### config.mk
export PLATFORM = sky130hd
export DESIGN_NAME = countdown_timer
export DESIGN_NICKNAME = d
export VERILOG_FILES = /design/src/rtl/countdown_timer.sv
export SDC_FILE = /design/constraint.sdc
export NUM_CORES = 1
export LEC_CHECK = 0
export CAP_MARGIN = 20
export CORE_MARGIN = 8
export CORE_UTILIZATION = 50
export CTS_CLUSTER_DIAMETER = 200
export DETAILED_ROUTE_END_ITERATION = 16
export PLACE_DENSITY = 0.77
export RECOVER_POWER = 100
export SLEW_MARGIN = 40
export SYNTH_ARGS = -nofsm -noshare
export SYNTH_HDL_FRONTEND = slang
export SYNTH_SLANG_ARGS = --single-unit
### constraint.sdc
create_clock -name clk -period 2.2 [get_ports clk]
set_input_delay 0.44 -clock clk [delete_from_list [all_inputs] [get_ports clk]]
set_output_delay 0.44 -clock clk [all_outputs]
set_load 0.05 [all_outputs]
### src/rtl/countdown_timer.sv
// Countdown timer: loads a clamped hh:mm:ss:cc preset and decrements it at the tick rate to zero.
// The timer flags expiry with a one-cycle o_done pulse and a sticky o_expired level.
module countdown_timer #(
  parameter int unsigned TICK_DIV = 1_000_000
) (
  input  logic       clk,
  input  logic       reset,
  input  logic       i_load,
  input  logic       i_runstop,
  input  logic       i_clear,
  input  logic [6:0] preset_msec,
  input  logic [5:0] preset_sec,
  input  logic [5:0] preset_min,
  input  logic [4:0] preset_hour,
  output logic [6:0] msec,
  output logic [5:0] sec,
  output logic [5:0] min,
  output logic [4:0] hour,
  output logic       o_running,
  output logic       o_done,
  output logic       o_expired
);

  localparam int unsigned TW = (TICK_DIV > 2) ? $clog2(TICK_DIV) : 1;
  localparam logic [TW-1:0] TICK_LAST = TW'(TICK_DIV - 1);

  typedef enum logic [1:0] {IDLE, RUN, PAUSE, EXPIRED} state_e;

  state_e        state_q, state_d;
  logic [TW-1:0] tick_q, tick_d;
  logic [6:0]    msec_q, msec_d;
  logic [5:0]    sec_q, sec_d;
  logic [5:0]    min_q, min_d;
  logic [4:0]    hour_q, hour_d;
  logic          done_q, done_d;

  logic tick, is_zero, is_one, load_ok;

  assign tick    = (state_q == RUN) && (tick_q == TICK_LAST);
  assign is_zero = (msec_q == 7'd0) && (sec_q == 6'd0) && (min_q == 6'd0) && (hour_q == 5'd0);
  assign is_one  = (msec_q == 7'd1) && (sec_q == 6'd0) && (min_q == 6'd0) && (hour_q == 5'd0);
  assign load_ok = i_load && (state_q != RUN);

  always_ff @(posedge clk) begin
    if (!reset) begin
      state_q <= IDLE;
      tick_q  <= '0;
      msec_q  <= '0;
      sec_q   <= '0;
      min_q   <= '0;
      hour_q  <= '0;
      done_q  <= 1'b0;
    end else begin
      state_q <= state_d;
      tick_q  <= tick_d;
      msec_q  <= msec_d;
      sec_q   <= sec_d;
      min_q   <= min_d;
      hour_q  <= hour_d;
      done_q  <= done_d;
    end
  end

  // Expiry beats a coincident runstop so a zero count never lands in PAUSE.
  always_comb begin
    state_d = state_q;
    if (i_clear) begin
      state_d = IDLE;
    end else if (load_ok) begin
      state_d = IDLE;
    end else if (tick && is_one) begin
      state_d = EXPIRED;
    end else if (i_runstop) begin
      case (state_q)
        IDLE:    state_d = is_zero ? IDLE : RUN;
        RUN:     state_d = PAUSE;
        PAUSE:   state_d = RUN;
        EXPIRED: state_d = IDLE;
        default: state_d = IDLE;
      endcase
    end
  end

  always_comb begin
    msec_d = msec_q;
    sec_d  = sec_q;
    min_d  = min_q;
    hour_d = hour_q;
    case (state_q)
      RUN:     tick_d = tick ? '0 : tick_q + TW'(1);
      PAUSE:   tick_d = tick_q;
      default: tick_d = '0;
    endcase
    if (i_clear) begin
      tick_d = '0;
      msec_d = '0;
      sec_d  = '0;
      min_d  = '0;
      hour_d = '0;
    end else if (load_ok) begin
      tick_d = '0;
      msec_d = (preset_msec > 7'd99) ? 7'd99 : preset_msec;
      sec_d  = (preset_sec  > 6'd59) ? 6'd59 : preset_sec;
      min_d  = (preset_min  > 6'd59) ? 6'd59 : preset_min;
      hour_d = (preset_hour > 5'd23) ? 5'd23 : preset_hour;
    end else if (tick) begin
      // Borrow ripples upward only while the lower field is already zero.
      msec_d = (msec_q == 7'd0) ? 7'd99 : msec_q - 7'd1;
      if (msec_q == 7'd0) begin
        sec_d = (sec_q == 6'd0) ? 6'd59 : sec_q - 6'd1;
        if (sec_q == 6'd0) begin
          min_d = (min_q == 6'd0) ? 6'd59 : min_q - 6'd1;
          if (min_q == 6'd0) begin
            hour_d = hour_q - 5'd1;
          end
        end
      end
    end
  end

  always_comb begin
    done_d    = (state_q == RUN) && (state_d == EXPIRED);
    o_running = (state_q == RUN);
    o_expired = (state_q == EXPIRED);
    o_done    = done_q;
    msec      = msec_q;
    sec       = sec_q;
    min       = min_q;
    hour      = hour_q;
  end

endmodule

; ---- Word-level counts from Yosys, hierarchy flattened
; Index checks and enable logic that the tools add are counted.
; Widths: inputs -> output; s select.
[word_totals]
wordCells = 77
ram_bits = 0
latchBits = 0
out_inout_bits = 27
mem_count = 0
ff_bits = 47
mem_bits_ro = 0
inputBits = 29
[classes]
reduce_logical = 24
n_shift = 0
n_lt_le_gt_ge = 4
n_addsub = 5
eq_ne = 7
n_bitwise = 1
muxes = 29
multipliers = 0
div = 0
[ops]
columns = cell, count
row1 = $mux 6, 11
row2 = $pmux 20 s2, 1
row3 = $mux 5, 6
row4 = $mux 7, 4
row5 = $add 20x1->20 const B, 1
row6 = $eq 20x20->1 const B, 1
row7 = $mux 20, 1
row8 = $gt 6x6->1 const B, 2
row9 = $logic_not 6->1, 2
row10 = $sub 6x1->6 const B, 2
row11 = $logic_and 1x1->1, 10
row12 = $mux 2, 4
row13 = $pmux 2 s4, 1
row14 = $reduce_bool 2->1, 4
row15 = $eq 7x1->1 const B, 1
row16 = $gt 7x7->1 const B, 1
row17 = $logic_not 7->1, 1
row18 = $sub 7x1->7 const B, 1
row19 = $eq 2x2->1 const B, 3
row20 = $gt 5x5->1 const B, 1
row21 = $logic_not 5->1, 1
row22 = $sub 5x1->5 const B, 1
row23 = $reduce_and 4->1, 1
row24 = $reduce_and 3->1, 1
row25 = 8 further kinds, 8

; ---- Longest topological paths before layout
; Gate-level depths: netlist (run 1).
[logic_depth]
depth_word = 12
mapped_depth = 8

; ---- Worst setup path after synthesis (run 1)
; No wires, ideal clock.
[synth_timing]
path_type = register to register
startpoint = register msec_q[0], in the netlist msec[0]
endpoint = register min_q[4], in the netlist min[4]
arrival_ps = 1896
n_path_buf = 0
required_ps = 2063
period_less_slack_ps = 2033
setup_slack_ps = 167
stages_incl_launch_ff = 8
path_cell_list = dfxtp_1 inv_1 ha_1 nor4b_4 nand4_4 nor3_4 and4_1 nor4_2
[synth_between]
elab_chain_len = 3
[synth_lines]
columns = element, line
row1 = start: declaration, 31  ; logic [6:0] msec_q, msec_d;
row2 = start signal: assignment, 56  ; msec_q <= msec_d;
row3 = $logic_not 7->1, 109  ; if (msec_q == 7'd0) begin
row4 = $reduce_bool 2->1 (no source line), -
row5 = $reduce_and 3->1 (no source line), -
row6 = end signal: assignment, 58  ; min_q <= min_d;
row7 = end: declaration, 33  ; logic [5:0] min_q, min_d;
; Every way passes these cells.
; A chain may end at the register's enable or synchronous reset.

; ---- Final worst setup path (run 1)
[layout_timing]
startpoint = register msec_q[0], in the netlist msec[0]
endpoint = output msec[0]
[layout_rtl]
columns = element, line
row1 = end: declaration, 15  ; output logic [6:0] msec,
; No word-level cell between the ends.

==> flow_metrics.py, run 1 <==
metrics = {
    "timing": {
        "layout_min_cycle_time_ps": 2100,
        "tightestPinTransition_ps": 600,
        "setup_viol": 0,
        "whs_ps": 469,
        "hold_viol": 0,
        "max_freq_mhz": 476,
        "final.setup_skew_ps": 4.85,
        "finalMaxSlewViolations": 0,
        "rsz0062_at_grt": "false",
        "relSlewSlack_pct": 60.2,
        "fin_crit_sh_pct": 95.5,
        "timing.setup.tns_ps": 0,
    },
    "synth": {
        "synthFlopType": "dfxtp_1",
        "yosysSeqAreaShare_pct": 30.3,
        "async_flop_share_pct": 0,
        "synth_area_per_cell_um2": 8.52,
        "synth_edf_count": 0,
        "ys_types": 72,
        "synth_cells": 364,
        "syn_area_um2": 3100,
        "yosys_warnings": 0,
        "ys_ff_latch": 47,
        "syn-num-nets": 403,
    },
    "flow_run": {
        "drv_cap": 0,
    },
    "critical_path": {
        "worst_r2r_path_depth": 8,
        "end_kind": "primary output",
        "critical-path-top-delay-family": "buffers and inverters",
        "cp.depth": 2,
        "critical_path_buf_inv_count": 2,
        "critPathArrivalTime_ps": 1660,
        "path_class": "reg -> out",
        "max_stage_delay_ps": 880,
        "cp_data_required_time_ps": 1760,
        "crit_chain": "buf_4 > dlygate4sd3_1",
        "slowest_stage": "dlygate4sd3_1",
        "critical_path_peak_fanout": 6,
        "crit_path_start_kind": "flip-flop",
    },
    "clocking": {
        "clk_latency_ps": 300,
        "cts_tree": "yes",
        "htreeDepth": 2,
        "cts.sinks": 47,
        "post_cts_buffers": 0,
        "clkTransAtPathRegs_ps": 90,
        "hold_buffers": 0,
        "cts_buffer_depth": 2,
        "numCtsBuffers": 5,
        "ctsRootBufferMaster": "clkbuf_8",
    },
    "drt": {
        "routedWlPerCell_um": 16.5,
        "wl_um": 8320,
        "drtIter0Drc": 183,
        "drt_pass1_iterations": 5,
        "drc": 0,
        "num_vias": 3011,
        "antenna_left": 0,
        "via_per_inst": 5.97,
    },
    "run_status": {
        "status": "completed",
    },
    "floorplan": {
        "core.rowCount": 28,
        "core_area_um2": 5960,
        "dieArea_um2": 8980,
        "ios": 56,
        "initial_core_util_pct": 52.1,
        "die_h_um": 94.8,
        "die_x_um": 94.8,
    },
    "global_route": {
        "grt_pass1_vias": 2822,
        "grt_max_degree": 24,
        "gr-total-overflow": 0,
        "grt_pass1_wl_um": 13700,
        "gr-usage-all-layers_pct": 18.6,
        "antenna_found_initial": 0,
    },
    "cells_and_area": {
        "area_growth_pct": 25.4,
        "final_layout_size_suffix_gt1_share_pct": 13.8,
        "antenna_cells": 0,
        "fin_nets": 468,
        "post-route-util_pct": 65.3,
        "finalNonFillerCells": 504,
    },
    "min_path": {
        "holdPathStages": 1,
        "holdCritPathClass": "reg -> reg",
    },
    "power": {
        "leakagePower_nw": 1.42,
        "p_per_area_nw_per_um2": 527,
        "ir_drop_uv": 391,
    },
    "place": {
        "io_buffers": 55,
        "placed_cells": 497,
        "dpl.hpwl_um": 6340,
        "place_congestion": 0.874,
    },
}
==> registers in the layout, summed over array words and instances (netlist names) <==
signal	count
tick_q	20
msec	7
min	6
sec	6
hour	5
state_q	2
o_done	1
==> cell families after synthesis <==
logic type	after synthesis	share of synthesized area, %
muxes	5	1.61
and+or+nand+nor	169	34.8
xor gates and xnor gates	14	3.95
AOI/OAI and AO/OA	87	20.4
adders and majority gates	10	4.03
buffers and inverters	32	4.96
DFF	47	30.3
==> cells in the final DEF, fill, tap and decap left out, types with 3 or more instances in the layout <==
cell / instances
nand4_1: 11
nor3b_1: 3
xor2_1: 5
buf_4: 18
ha_1: 9
mux2i_1: 5
a21oi_1: 17
nor4_1: 5
o21ai_0: 13
dfxtp_1: 47
a21o_1: 3
nand2_1: 24
o21a_1: 3
nor2b_1: 6
o21ai_1: 3
clkbuf_8: 5
nor2_1: 35
dlygate4sd3_1: 18
inv_1: 15
o31ai_1: 3
nor3_2: 4
a31oi_1: 9
and4_1: 8
clkdlybuf4s50_1: 35
nand2b_1: 9
a211oi_2: 5
nor4b_1: 3
nand3_1: 11
nor3_1: 19
nor4_2: 4
a211oi_1: 4
xnor2_1: 9
or3_1: 3
and3_1: 6
==> worst reg2reg max path: cells and delay by family (launching register included) <==
family / cells / cell delay (ps)
AND/OR/NAND/NOR: 3 / 420
buffers and inverters: 2 / 440
AO/OA/AOI/OAI: 1 / 220
flip-flops: 1 / 400
adder cells (fa/ha/maj): 1 / 240
multiplexers: 1 / 200
==> timing repair <==
item	in CTS	in global routing
hold endpoints to repair	0	0
endpoints found under the setup margin	0	2
gates resized for setup	0	1
==> area by class of cell <==
class	count	area [um2]
Sequential cell	47	941
Clock buffer	5	68.8
Tap cell	75	93.8
Inverter	16	62.6
Multi-Input combinational cell	285	1990
Timing Repair Buffer	74	694
Clock inverter	2	37.5
Fill cell	512	2060
==> stage by stage <==
| stage | area (um2) | setup WS [ps] | power, W |
|---|---|---|---|
| floorplan | 3100 | 167 | 0.00126 |
| global placement | 3810 | 151 | 0.00145 |
| detailed placement | 3810 | 119 | 0.00145 |
| CTS | 3910 | 74.4 | 0.00208 |
| global route | 3890 | 7.87 | 0.00215 |
| finish | 3890 | 99.1 | 0.00205 |
==> metal layers <==
metal / global-route usage (%) / part of all wire [%]
met5: 0 / 0
met1: 25.9 / 48
met4: 5.07 / 1.0
met2: 28.6 / 45
met3: 3.41 / 5.0
==> power by group <==
part	leakage, nW	internal [W]	switching [W]	total [W]
sequential	0.382	0.000873	0.0000315	0.000904
combinational	0.985	0.000217	0.000306	0.000523
clock	0.0502	0.000332	0.000290	0.000622
==> path summary, 6_finish.rpt <==
kind	start	end	slack [ps]
setup reg to reg	tick_q[0]	sec[0]	160
hold / removal	tick_q[19]	tick_q[19]	470
hold reg to reg	tick_q[19]	tick_q[19]	470
setup / recovery	msec[0]	msec[0]	100
==> synth_stat cells, drive strengths merged, types with 2 or more instances <==
master	count	share of area, %
nand3	12	2.3
a311o	2	0.65
nand2	25	3.1
a21oi	17	2.7
nand2b	9	1.8
nor3b	3	0.73
mux2i	5	1.6
a211oi	9	3.0
xnor2	9	2.5
xor2	5	1.4
and2	2	0.40
ha	10	4.0
nand4b	2	0.56
and4	8	2.3
nor4b	6	2.9
nor4	11	4.2
nor2b	6	1.2
a31oi	9	1.8
clkbuf	7	0.85
o31ai	3	0.73
nand4	12	2.9
nor2	36	4.7
a31o	2	0.56
o21ai	18	3.4
a32o	2	0.65
and3	6	1.2
a21o	3	0.73
o21a	3	0.73
dfxtp	47	30
or3	3	0.60
o211ai	2	0.48
nor3	24	4.9
inv	16	2.0
buf	9	2.1
a22oi	2	0.48
o2bb2ai	2	0.56
(Power assumes the default switching activity.)
==> run 2, diff against run 1 <==
Settings changed: CAP_MARGIN 20 to 5, CORE_UTILIZATION 50 to 51, PLACE_DENSITY 0.77 to 0.78.
==> flow_metrics.py, run 2 (synthesized netlist as in run 1, its figures left out) <==
metrics = {
    "run_status": {
        "status": "completed",
    },
    "cells_and_area": {
        "fillers": 517,
        "area_growth_pct": 24.8,
        "post-route-util_pct": 65.8,
        "final_cell_mix": "47 x dfxtp_1, 36 x clkdlybuf4s50_1, 34 x nor2_1",
        "layout.cells.most_common": "dfxtp_1",
        "largest_reg_flops": 20,
        "fin_nets": 463,
        "regMostFlops": "tick_q",
        "antenna_cells": 0,
        "final_layout_size_suffix_gt1_share_pct": 13.2,
        "multi_input_area_um2": 2010,
        "seqCellArea_um2": 941,
    },
    "drt": {
        "antenna_left": 0,
        "via_per_inst": 6.14,
        "wl_um": 8650,
        "drtIter0Drc": 184,
        "drt_pass1_iterations": 4,
        "routedWlPerCell_um": 17.3,
        "drc": 0,
        "num_vias": 3072,
    },
    "timing": {
        "finalMaxSlewViolations": 0,
        "rsz0062_at_grt": "false",
        "hold_viol": 0,
        "setup_viol": 0,
        "whs_ps": 498,
        "final.setup_skew_ps": 5.94,
        "timing.setup.tns_ps": 0,
        "max_freq_mhz": 470,
        "layout_min_cycle_time_ps": 2130,
        "relSlewSlack_pct": 60.3,
        "fin_crit_sh_pct": 96.8,
        "tightestPinTransition_ps": 598,
    },
    "clocking": {
        "ctsRootBufferMaster": "clkbuf_8",
        "clk_latency_ps": 310,
        "cts_tree": "yes",
        "cts.sinks": 47,
        "numCtsBuffers": 5,
        "cts_buffer_depth": 2,
        "htreeDepth": 2,
        "clkTransAtPathRegs_ps": 90,
    },
    "floorplan": {
        "core_area_um2": 5890,
        "ios": 56,
        "die_x_um": 94,
        "die_h_um": 94,
        "core.rowCount": 28,
        "dieArea_um2": 8840,
        "initial_core_util_pct": 52.7,
    },
    "min_path": {
        "hold_start": "tick_q[19]",
        "holdCritPathClass": "reg -> reg",
    },
    "critical_path": {
        "startpoint": "msec[4]",
        "r2r_start": "tick_q[1]",
        "cp_data_required_time_ps": 1760,
        "slowest_stage": "clkdlybuf4s50_1",
        "max_stage_delay_ps": 880,
        "crit_path_start_kind": "flip-flop",
        "end_kind": "primary output",
        "critPathArrivalTime_ps": 1690,
        "critical_path_peak_fanout": 7,
        "critical_path_buf_inv_count": 1,
        "critical-path-top-delay-family": "buffers and inverters",
        "path_class": "reg -> out",
        "crit_chain": "clkdlybuf4s50_1",
    },
    "place": {
        "place_congestion": 0.877,
        "dpl.hpwl_um": 6470,
        "io_buffers": 55,
    },
    "global_route": {
        "grt_max_degree": 36,
        "grt_pass1_wl_um": 14400,
        "gr-total-overflow": 0,
        "grt_pass1_vias": 2874,
        "antenna_found_initial": 0,
        "gr-usage-all-layers_pct": 19.7,
    },
    "power": {
        "leakagePower_nw": 1.39,
        "ir_drop_uv": 278,
        "p_per_area_nw_per_um2": 512,
    },
    "flow_run": {
        "drv_cap": 0,
    },
}
==> run 2: worst paths after layout <==
check	endpoint	depth (start not counted)	slack, ps
hold reg to reg	tick_q[19]	1	500
setup reg to reg	tick_q[18]	7	130
hold / removal	tick_q[19]	1	500
setup / recovery	msec[4]	1	70
==> run 2: layer usage <==
metal	track usage, %	vias to the layer above	routed length, um
met3	4.00	12	532
met5	0	-	0
met2	31.7	106	4010
li1	-	1486	-
met1	25.9	1468	4000
met4	5.42	0	112
==> run 2: timing repair <==
item,CTS,global route
endpoints found under the hold margin,0,0
resized for setup,0,1
hold buffers,0,0
setup buffers,0,0
setup endpoints to repair,0,1
==> run 2: power by group <==
part	switching [W]	internal, W	total, W
combinational	0.000305	0.000214	0.000519
clock	0.000329	0.000228	0.000557
sequential	0.0000329	0.000873	0.000906
==> run 2: final cells by class <==
cell class / count / share of cell area [%]
Clock inverter: 3 / 0.614
Timing Repair Buffer: 69 / 17.4
Clock buffer: 5 / 1.78
Multi-Input combinational cell: 285 / 51.9
Tap cell: 75 / 2.42
Inverter: 16 / 1.62
Sequential cell: 47 / 24.3
==> run 2: worst reg2reg max path, cell delays in order (launching register included) <==
cell	delay [ps]
dfxtp_1	410
ha_1	260
and4_1	230
nand4b_1	90
buf_4	220
o211a_1	350
a32o_1	280
a21o_1	140
==> run 2: metrics by stage <==
stage	total power, W	instance area, um2	instances	worst slack [ps]
4_1_cts	0.00199	3870	500	63.7
6_report	0.00198	3870	500	71.1
3_5_place_dp	0.00145	3780	492	165
5_1_grt	0.00207	3870	500	2.55
2_1_floorplan	0.00126	3100	364	167
3_3_place_gp	0.00144	3780	492	238
==> run 3, diff against run 2 <==
Settings changed: CAP_MARGIN 5 to 20.
Clock period 2.2 ns to 2.75 ns, I/O delays scaled along.
==> flow_metrics.py, run 3 (synthesized netlist as in run 1, its figures left out) <==
metrics = {
    "run_status": {
        "status": "completed",
    },
    "timing": {
        "whs_ps": 494,
        "relSlewSlack_pct": 52.2,
        "rsz0062_at_grt": "false",
        "fin_crit_sh_pct": 92.8,
        "tightestPinTransition_ps": 712,
        "setup_viol": 0,
        "max_freq_mhz": 392,
        "timing.setup.tns_ps": 0,
        "layout_min_cycle_time_ps": 2550,
        "finalMaxSlewViolations": 0,
        "hold_viol": 0,
        "final.setup_skew_ps": 5.14,
    },
    "floorplan": {
        "initial_core_util_pct": 52.7,
        "ios": 56,
        "die_x_um": 94,
        "die_h_um": 94,
        "core_area_um2": 5890,
        "dieArea_um2": 8840,
        "core.rowCount": 28,
    },
    "power": {
        "p_sw_w": 0.000513,
        "p_int_w": 0.00113,
        "p_seq_share_pct": 44.2,
        "ir_drop_uv": 270,
        "clkPwrFrac_pct": 32.2,
        "leakagePower_nw": 1.37,
        "p_per_area_nw_per_um2": 436,
        "comb_power_share_pct": 23.6,
        "p_sw_share_pct": 31.3,
    },
    "global_route": {
        "antenna_found_initial": 0,
        "gr-usage-all-layers_pct": 18.8,
        "grt_pass1_wl_um": 13700,
        "grt_pass1_vias": 2864,
        "grt_max_degree": 36,
        "gr-total-overflow": 0,
    },
    "cells_and_area": {
        "final_cell_mix": "47 x dfxtp_1, 34 x nor2_1, 29 x clkdlybuf4s50_1",
        "fin_nets": 457,
        "final_layout_size_suffix_gt1_share_pct": 9.79,
        "area_growth_pct": 21.1,
        "largest_reg_flops": 20,
        "regMostFlops": "tick_q",
        "layout.cells.most_common": "dfxtp_1",
        "antenna_cells": 0,
    },
    "clocking": {
        "numCtsBuffers": 5,
        "clkTransAtPathRegs_ps": 90,
        "clk_latency_ps": 300,
        "ctsRootBufferMaster": "clkbuf_8",
        "postCtsResizedCells": 0,
        "cts.sinks": 47,
        "cts_buffer_depth": 2,
        "post_cts_buffers": 0,
        "cts_tree": "yes",
        "htreeDepth": 2,
        "hold_buffers": 0,
    },
    "critical_path": {
        "path_class": "reg -> out",
        "critical_path_peak_fanout": 10,
        "crit_path_start_kind": "flip-flop",
        "cp_data_required_time_ps": 2200,
        "startpoint": "state_q[0]",
        "critPathArrivalTime_ps": 2000,
        "end_kind": "primary output",
        "r2r_start": "tick_q[0]",
    },
    "place": {
        "io_buffers": 55,
        "place_congestion": 0.856,
        "dpl.hpwl_um": 6100,
    },
    "drt": {
        "routedWlPerCell_um": 16.5,
        "via_per_inst": 6.02,
        "drt_pass1_iterations": 4,
        "antenna_left": 0,
        "drc": 0,
        "num_vias": 2976,
        "wl_um": 8160,
        "drtIter0Drc": 191,
    },
    "min_path": {
        "hold_start": "tick_q[19]",
        "holdCritPathClass": "reg -> reg",
    },
    "flow_run": {
        "drv_cap": 0,
    },
}
[run 3: changes by cell type in the layout (fill, tap and decap cells not counted), moves of 2 or more]
| cell | before | now |
|---|---|---|
| buf_12 | 2 | 0 |
| buf_4 | 13 | 7 |
| clkdlybuf4s50_1 | 36 | 29 |
| clkinvlp_4 | 2 | 0 |
| dlygate4sd3_1 | 17 | 26 |
| nor3_1 | 19 | 21 |
| nor4_1 | 3 | 7 |
| nor4_2 | 6 | 3 |
| o21ai_0 | 12 | 14 |
[run 3: layer usage]
layer  track usage, %  share of wire (%)  vias up
met3             3.28                5.5       10
li1                 -                  -     1463
met5                0                  0        -
met4             4.36                1.1        0
met2             30.6                 47       94
met1             25.0                 47     1409
[run 3: final timing paths]
kind | slack [ps] | depth (start not counted) | endpoint
max reg2reg | 380 | 7 | tick_q[6]
min | 490 | 1 | tick_q[19]
max | 200 | 3 | o_running
min reg2reg | 490 | 1 | tick_q[19]
[run 3: critical path, cell delays in order, from the launching register on]
cell and delay (ps):
dfxtp_1 450, nand2b_1 230, inv_4 190, clkdlybuf4s50_1 830
[run 3: metrics by stage]
| step | std cells | utilization [%] | power [W] | worst slack (ps) | cell area, um2 |
|---|---|---|---|---|---|
| finish | 494 | 63.9 | 0.00164 | 197 | 3760 |
| global route | 494 | 63.9 | 0.00170 | 115 | 3760 |
| CTS | 494 | 65.1 | 0.00166 | 205 | 3830 |
| detailed placement | 486 | 63.1 | 0.00114 | 515 | 3720 |
| global placement | 486 | 63.1 | 0.00114 | 572 | 3720 |
| floorplan | 364 | - | 0.00101 | 717 | 3100 |
[run 3: power groups by stage]
stage | clock [W] | sequential [W] | combinational, W
after global routing | 0.000553 | 0.000728 | 0.000421
final | 0.000528 | 0.000725 | 0.000388
after detailed placement | 0 | 0.000742 | 0.000401
after CTS | 0.000529 | 0.000726 | 0.000403
after global placement | 0 | 0.000741 | 0.000396
after floorplan | 0 | 0.000795 | 0.000216
[run 3: layout make-up]
type / instances / area, um2
fill: 502 / 2130
multi-input combinational: 285 / 1940
sequential: 47 / 941
timing repair buffer: 63 / 607
tap: 75 / 93.8
clock buffer: 5 / 68.8
inverter: 16 / 62.6
clock inverter: 3 / 43.8
